===== config.mk =====
export PLATFORM = sky130hd
export DESIGN_NAME = gs_gate_pipe
export DESIGN_NICKNAME = d
export VERILOG_FILES = /design/src/rtl/gs_pkg.sv /design/src/rtl/gs_gate_bitwise.sv /design/src/rtl/gs_gate_pipe.sv
export SDC_FILE = /design/constraint.sdc
export NUM_CORES = 1
export LEC_CHECK = 0
export ABC_AREA = 0
export CORE_MARGIN = 2
export CORE_UTILIZATION = 53
export CTS_CLUSTER_SIZE = 20
export DETAILED_ROUTE_END_ITERATION = 7
export PLACE_DENSITY_LB_ADDON = 0.15
export REMOVE_ABC_BUFFERS = 1
export SKIP_CTS_REPAIR_TIMING = 1
export SYNTH_ARGS = -nofsm -noshare
export SYNTH_HDL_FRONTEND = slang
export SYNTH_SLANG_ARGS = --single-unit

===== constraint.sdc =====
create_clock -name clk -period 2.6 [get_ports clk]
set_clock_uncertainty 0.15 [all_clocks]
set_input_delay 0.65 -clock clk [delete_from_list [all_inputs] [get_ports clk]]
set_output_delay 0.65 -clock clk [all_outputs]
set_load 0.01 [all_outputs]

===== src/rtl/gs_pkg.sv =====
// Shared definitions for the gs_gate datapath blocks.
//   GS_OP_*     : 3-bit operation select codes for the bitwise gate unit
//   gs_state_t  : occupancy state of the two-entry output/skid buffer
package gs_pkg;

    localparam logic [2:0] GS_OP_AND   = 3'd0;
    localparam logic [2:0] GS_OP_OR    = 3'd1;
    localparam logic [2:0] GS_OP_NAND  = 3'd2;
    localparam logic [2:0] GS_OP_NOR   = 3'd3;
    localparam logic [2:0] GS_OP_XOR   = 3'd4;
    localparam logic [2:0] GS_OP_XNOR  = 3'd5;
    localparam logic [2:0] GS_OP_NOTA  = 3'd6;
    localparam logic [2:0] GS_OP_PASSA = 3'd7;

    typedef enum logic [1:0] {
        GS_ST_EMPTY = 2'd0,
        GS_ST_ONE   = 2'd1,
        GS_ST_TWO   = 2'd2
    } gs_state_t;

endpackage


===== src/rtl/gs_gate_bitwise.sv =====
// Combinational WIDTH-bit bitwise gate with runtime operation select.
// Each result bit depends only on the same bit index of a and b.
//   a, b : operands
//   op   : operation select (GS_OP_* codes)
//   y    : bitwise result
module gs_gate_bitwise
    import gs_pkg::*;
#(
    parameter int WIDTH = 8
) (
    input  logic [WIDTH-1:0] a,
    input  logic [WIDTH-1:0] b,
    input  logic [2:0]       op,
    output logic [WIDTH-1:0] y
);

    always_comb begin
        y = '0;
        case (op)
            GS_OP_AND:   y = a & b;
            GS_OP_OR:    y = a | b;
            GS_OP_NAND:  y = ~(a & b);
            GS_OP_NOR:   y = ~(a | b);
            GS_OP_XOR:   y = a ^ b;
            GS_OP_XNOR:  y = ~(a ^ b);
            GS_OP_NOTA:  y = ~a;
            GS_OP_PASSA: y = a;
            default:     y = '0;
        endcase
    end

endmodule


===== src/rtl/gs_gate_pipe.sv =====
// Registered bitwise gate unit with valid/ready handshake on both sides.
// The result (plus its AND/OR reductions) is computed at accept time and
// held in a two-entry buffer (output register + skid register), so the
// unit sustains one result per cycle while in_ready stays a pure register.
//   clk, rst            : clock, synchronous active-high reset
//   in_valid / in_ready : input handshake (in_ready registered)
//   a, b, op            : operands and operation select
//   out_valid/out_ready : output handshake
//   y, y_all, y_any     : presented result and its &/| reductions
//   n_done              : saturating count of completed output handshakes
module gs_gate_pipe
    import gs_pkg::*;
#(
    parameter int WIDTH = 8,
    parameter int CNT_W = 16
) (
    input  logic             clk,
    input  logic             rst,
    input  logic             in_valid,
    output logic             in_ready,
    input  logic [WIDTH-1:0] a,
    input  logic [WIDTH-1:0] b,
    input  logic [2:0]       op,
    output logic             out_valid,
    input  logic             out_ready,
    output logic [WIDTH-1:0] y,
    output logic             y_all,
    output logic             y_any,
    output logic [CNT_W-1:0] n_done
);

    // Result word layout: {any, all, y}
    localparam int RES_W = WIDTH + 2;

    function automatic logic [CNT_W-1:0] sat_inc(input logic [CNT_W-1:0] v);
        return (&v) ? v : v + CNT_W'(1);
    endfunction

    gs_state_t        state_q, state_d;
    logic             in_ready_q;
    logic [CNT_W-1:0] n_done_q;
    logic [WIDTH-1:0] gate_y;
    logic [RES_W-1:0] new_res_p0;
    logic [RES_W-1:0] out_res_p1;
    logic [RES_W-1:0] skid_res_p1;
    logic             accept, deliver;
    logic             load_out_new, load_out_skid, load_skid;

    // ---- Stage p0: combinational gate on the accepted operands ----
    gs_gate_bitwise #(.WIDTH(WIDTH)) u_bitwise (
        .a  (a),
        .b  (b),
        .op (op),
        .y  (gate_y)
    );

    assign new_res_p0 = {|gate_y, &gate_y, gate_y};

    assign out_valid = (state_q != GS_ST_EMPTY);
    assign accept    = in_valid & in_ready_q;
    assign deliver   = out_valid & out_ready;

    always_comb begin
        state_d       = state_q;
        load_out_new  = 1'b0;
        load_out_skid = 1'b0;
        load_skid     = 1'b0;
        case (state_q)
            GS_ST_EMPTY: begin
                if (accept) begin
                    state_d      = GS_ST_ONE;
                    load_out_new = 1'b1;
                end
            end
            GS_ST_ONE: begin
                if (accept && deliver) begin
                    load_out_new = 1'b1;
                end else if (accept) begin
                    state_d   = GS_ST_TWO;
                    load_skid = 1'b1;
                end else if (deliver) begin
                    state_d = GS_ST_EMPTY;
                end
            end
            GS_ST_TWO: begin
                // in_ready is low here, so no accept can coincide
                if (deliver) begin
                    state_d       = GS_ST_ONE;
                    load_out_skid = 1'b1;
                end
            end
            default: state_d = GS_ST_EMPTY;
        endcase
    end

    // ---- Stage p1: state, output register, counter ----
    always_ff @(posedge clk) begin
        if (rst) begin
            state_q    <= GS_ST_EMPTY;
            in_ready_q <= 1'b1;
            n_done_q   <= '0;
            out_res_p1 <= '0;
        end else begin
            state_q    <= state_d;
            in_ready_q <= (state_d != GS_ST_TWO);
            if (deliver) begin
                n_done_q <= sat_inc(n_done_q);
            end
            if (load_out_new) begin
                out_res_p1 <= new_res_p0;
            end else if (load_out_skid) begin
                out_res_p1 <= skid_res_p1;
            end
        end
    end

    // Skid contents are only ever read in TWO, which is always preceded by a load
    always_ff @(posedge clk) begin
        if (load_skid) begin
            skid_res_p1 <= new_res_p0;
        end
    end

    assign in_ready = in_ready_q;
    assign n_done   = n_done_q;
    assign y        = out_res_p1[WIDTH-1:0];
    assign y_all    = out_res_p1[WIDTH];
    assign y_any    = out_res_p1[WIDTH+1];

endmodule


# After elaboration in Yosys (flattened, before gate mapping)
# Cells that the tools add are included.
# op_classes
eq_ne	10
n_bitwise	10
addsub	1
muxes	16
reduce_logical	9
# op_table
op	n
case mux 8 bit (8 select lines)	1
NOT 8 bit	4
two-way mux 10 bit	2
adder 16 x 1 -> 16 bit (second input constant)	1
AND reduction 16 bit	1
equality test 3 bit (second input constant)	4
two-way mux 2 bit	5
AND 8 bit	1
OR 8 bit	1
AND reduction 8 bit	1
OR reduction 8 bit	1
bitwise XOR 8 bit	1
equality test 3 x 2 -> 1 bit (second input constant)	2
two-way mux 1 bit	6
case mux 2 bit (3 select lines)	1
nonzero test 2 bit	2
equality test 3 x 1 -> 1 bit (second input constant)	1
zero test 3 bit	1
AND 1 bit	2
equality test 2 x 1 -> 1 bit (second input constant)	1
equality test 2 bit (second input constant)	1
zero test 2 bit	1
!= test 2 bit (second input constant)	1
case mux 1 bit (2 select lines)	1
other kinds (3)	3
# totals
elab_cells	51
reg_bits	39
in_bits	23

# Longest topological paths before layout
# logic_depth
depth_word	7
depth_mapped	8
ltp_nobuf	7

# Modules after synthesis
# From an unflattened synthesis, not the netlist that was laid out.
# unflattened
hier_cells	299
area_unflattened_um2	2573.7
# modules_own_cells
mod	area_each_um2	cells_each	instances	seq_area_each_um2
gs_gate_pipe	1774.2	188	1	880.8
gs_gate_bitwise	799.5	111	1	0.0

# Least setup slack after synthesis
# No wires, ideal clock.
# synth_timing
kind	in2reg
from	input port op[2]
to	register skid_res_p1[9], data pin
stages	8
setup_ps	265
t_required_ps	2185
path_buffers	3
setup_slack_ps	107
t_arrival_ps	2078
cell_sequence	buf_6 buf_8 buf_8 mux2_4 mux2i_2 nand3_1 a2111oi_2 nand2_1
# synth_via
elab_chain_cells	3
word_cells_on_any_way	10
classes_between	7 x eq/ne; 1 x mux; 2 x reduce/logical
# synth_lines
item	line_no	rtl
from (decl)	gs_gate_pipe.sv:23	input logic [2:0] op,
equality test 3 bit (tied with other cells)	gs_gate_bitwise.sv:19	case (op)
case mux 8 bit (8 select lines) (*)	gs_gate_bitwise.sv:19	
OR reduction 8 bit (*)	gs_gate_pipe.sv:57	assign new_res_p0 = {|gate_y, &gate_y, gate_y};
net new_res_p0[9]	gs_gate_pipe.sv:43	logic [RES_W-1:0] new_res_p0;
to (signal assigned)	gs_gate_pipe.sv:120	skid_res_p1 <= new_res_p0;
to (decl)	gs_gate_pipe.sv:45	logic [RES_W-1:0] skid_res_p1;
# The timed path passes the listed nets; every way through them passes the cells marked *.
# A chain may end at the register's enable or synchronous reset.

# Worst setup path after layout
# layout_timing
from	input port b[2]
to	register skid_res_p1[9], data pin
# layout_via
elab_chain_cells	4
word_cells_on_any_way	8
classes_between	1 x mux; 6 x bitwise; 1 x reduce/logical
# layout_lines
item	line_no	rtl
from (decl)	gs_gate_pipe.sv:22	input logic [WIDTH-1:0] b,
bitwise XOR 8 bit (tied with other cells)	gs_gate_bitwise.sv:24, gs_gate_bitwise.sv:25	
NOT 8 bit, on equally long branches	gs_gate_bitwise.sv:25, gs_gate_bitwise.sv:22, gs_gate_bitwise.sv:23	
case mux 8 bit (8 select lines) (*)	gs_gate_bitwise.sv:19	
OR reduction 8 bit (*)	gs_gate_pipe.sv:57	
net new_res_p0[9]	gs_gate_pipe.sv:43	
# Marks and branches as above.

==> metrics list <==
- The run finished with clean final reports.
* #FFs+latches synth: 39
- The clock passes through at most 2 buffers.
* All-layer global routing usage: between 20% and 30%
- The core region is ~0.005 mm2.
- Setup violations remaining at the end of the flow were counted as 0.
- The final layout contains roughly 420 nets.
- Required time at the worst-slack endpoint: about 2500 ps
* Slowest Stage Delay on Critical Path: 470 ps
* Dominant cells by area after synthesis: sky130_fd_sc_hd__dfxtp_1, sky130_fd_sc_hd__edfxtp_1, sky130_fd_sc_hd__ha_1, sky130_fd_sc_hd__mux2i_1, sky130_fd_sc_hd__xnor2_1
- Remaining routing DRC violations: 0
* Worst Max-Slew Pin Slew: 724.5 ps
- Master of the slowest instance on the critical path: sky130_fd_sc_hd__clkdlybuf4s50_1
- Cell taking the most area after synthesis: sky130_fd_sc_hd__dfxtp_1
- Standby leakage power: approximately 0.0016 uW
- Setup Total Neg Slack: 0 ps
- Kind of critical path: primary input to flop
- After clock tree synthesis, the clock-pin slew on the worst setup and hold paths is 70 ps.
- Area added between synthesis and finish: 41.36%
- After synthesis, the share of flip-flops with an asynchronous set or reset is 0%.
- The count of nets left with antenna violations once routing finished came out at 0.
* Number of DRC markers in iteration 0: 115
* Flip-flop cell with the highest count after synthesis: sky130_fd_sc_hd__dfxtp_1
* Ratio of cells with drive above 1 in the final layout: roughly 24%
- Source-to-sink clock delay at the later pin of the worst-skew pair: around 280 ps
- For this run, the top clock speed supported by timing is about 390 MHz.
- Die Y-Extent: 75.56 um
- Seq/Total Area, Yosys: about a third
* Hold crit path type: flop to flop
- Data on the critical path arrives at its endpoint at around 2500 ps.
- Average vias per placed instance: roughly 5.4
* Die span in x: approximately 76 um
- Root buffer cell: sky130_fd_sc_hd__clkbuf_8
- Counting I/O delays and the setup requirement, the final critical path takes around 2600 ps.
* Crit path max-delay family: buffers and inverters
* FF-to-FF setup slack: 600 ps
- Area share of the leading cell type in the synthesized netlist: 21.39%
- The H-tree was split into 2 levels.
- Buffers placed on the I/O ports in this run total 50.
* Routability Congestion: about 0.8
* Yosys warning total: 0
- The number of different library cells used by synthesis comes to between 50 and 60.
- Counting flops with a built-in enable in the synthesized netlist gives 10.
* Critical path peak fanout: 2
* Total of max-cap violations: 0
- Capturing element type of the critical path: flop
- Post-detailed-routing wire length: 5840 um
- Sinks on Clock Net: 39
- Entering global routing, the biggest net connects 31 pins.
- Via count of the first global-routing pass: between 2000 and 2500
* Pre-CTS WS: -439.2 ps
- Smallest setup slack after layout: 11.58 ps
- Netlist area before placement: around 0.0027 mm2
- The floorplan step defined a die boundary enclosing about 0.0057 mm2.
- Global-route wire length before repair: approximately 9000 um
- Floorplan row count: 26
- Number of vias in the routed layout: 2416
* Slew margin rel.: a little over 50%
- Count of pins on the block boundary: 51
- The worst setup path is launched from a primary input.
- In the final routed layout, each cell accounts on average for ~13 um.
- Ratio of total power to cell area: 393.6 mW/mm2
* Final number of max-transition violations: 0
* Number of buffers added by the clock tree synthesis step: 5
- ANT cells: 0
- Share of the clock period used by the worst path: ~100%
- After routing the design area is 0.003836 mm2.
- The wire-length estimate of the detail-placed layout is roughly 4300 um.
- Congestion Overflow GR: 0
- Number of iterations in the first detailed-routing pass: 4
- The average instance in the mapped netlist occupies around 9.2 um2.
* Initial antenna violation count: 0
* Cell chain of the critical path: clkdlybuf4s50_1 > inv_1 > ha_1 > mux2_4 > mux2i_4 > nand3_2 > a2111oi_4 > nand2_1
* Instance count of the mapped netlist: roughly 290
* Top cells by count, synth: sky130_fd_sc_hd__dfxtp_1, sky130_fd_sc_hd__nor2_1, sky130_fd_sc_hd__inv_1, sky130_fd_sc_hd__mux2i_1
- Number of hold violations in the final report: 0
- IR drop worst, VDD: 0.0002192 V
- Most numerous cell in the Yosys netlist: sky130_fd_sc_hd__dfxtp_1
* Placed cell areas: roughly 0.0035 mm2
- Counting both buffers and inverters, the worst setup path holds a total of 2.
* Fill count: approximately 360
- Initial cell density of the core: around 54%
- Clock tree from TritonCTS: yes
==> registers in the layout, indices dropped and copies added (netlist names) <==
register	cells
out_res_p1	10
state_q	2
in_ready	1
n_done	16
skid_res_p1	10
==> layout by cell type, fill, tap and decap left out, drive strengths merged, types with 3 or more instances in the layout <==
cell type      netlist  final
dlymetal6s2s         0      8
nor2                22     22
nand2b               3      3
edfxtp              10     10
xnor2               13     13
buf                  8     47
a311oi               4      4
nand3               11     11
o21ai                8      8
clkdlybuf4s50        0     41
clkbuf               8      7
a21oi               10     10
dfxtp               29     29
and2                 3      3
o22ai                4      4
nand2               17     17
nand4                4      4
ha                  17     17
a22oi                3      3
mux2                15     15
inv                 22     22
a31oi                5      5
or2                  5      5
nor3                13     13
nor4                 3      3
mux4                 3      3
or3                  4      4
mux2i               23     23
==> through the flow <==
step	instances	hold WS, ps	total power [uW]	utilization, %
4_1_cts	449	325.0	1463	72.23
3_5_place_dp	442	316.3	1094	70.70
2_1_floorplan	278	324.5	879.3	-
3_3_place_gp	442	316.1	1084	70.70
6_report	451	323.5	1510	76.57
5_1_grt	451	369.2	1597	76.57
==> worst min-delay path, stage by stage (launching register included) <==
cell and delay [ps]:
sky130_fd_sc_hd__dfxtp_1 320, sky130_fd_sc_hd__nand2_1 50, sky130_fd_sc_hd__a21oi_1 60
==> logic make-up after synthesis <==
| kind of cell | synth area share [%] |
|---|---|
| compound gates | 12.22 |
| simple gates | 18.30 |
| flops | 32.46 |
| xor+xnor | 4.518 |
| buf+inv | 6.639 |
| mux | 18.03 |
| fa+ha+maj | 7.838 |
==> final cells by class <==
class / instances / area, um2 / area share, %
Clock buffer: 7 / 76.32 / 1.990
Tap cell: 70 / 87.58 / 2.283
Timing Repair Buffer: 96 / 880.8 / 22.96
Sequential cell: 39 / 880.8 / 22.96
Multi-Input combinational cell: 217 / 1828 / 47.65
Inverter: 22 / 82.58 / 2.153
==> power by group <==
part	switching [uW]	internal, uW
combinational	214	260
sequential	16.5	649
clock	185	184
total	416	1090
==> worst paths after layout <==
path                      start        endpoint  depth (start not counted)
setup / recovery           b[2]  skid_res_p1[9]                          8
hold reg to reg   out_res_p1[4]   out_res_p1[4]                          2
setup reg to reg      n_done[0]       n_done[0]                          6
hold / removal    out_res_p1[4]   out_res_p1[4]                          2
==> layer usage <==
| metal | vias to the layer above | GRT usage (%) | part of all wire (%) | routed length [um] |
|---|---|---|---|---|
| li1 | 1240 | - | - | - |
| met1 | 1119 | 25.80 | 45 | 2616 |
| met2 | 55 | 34.78 | 51 | 2978 |
| met3 | 2 | 4.101 | 3.7 | 218 |
| met4 | 0 | 4.288 | 0.46 | 27 |
| met5 | - | 0 | 0 | 0 |
No activity file was read; power rests on OpenSTA's default activity.
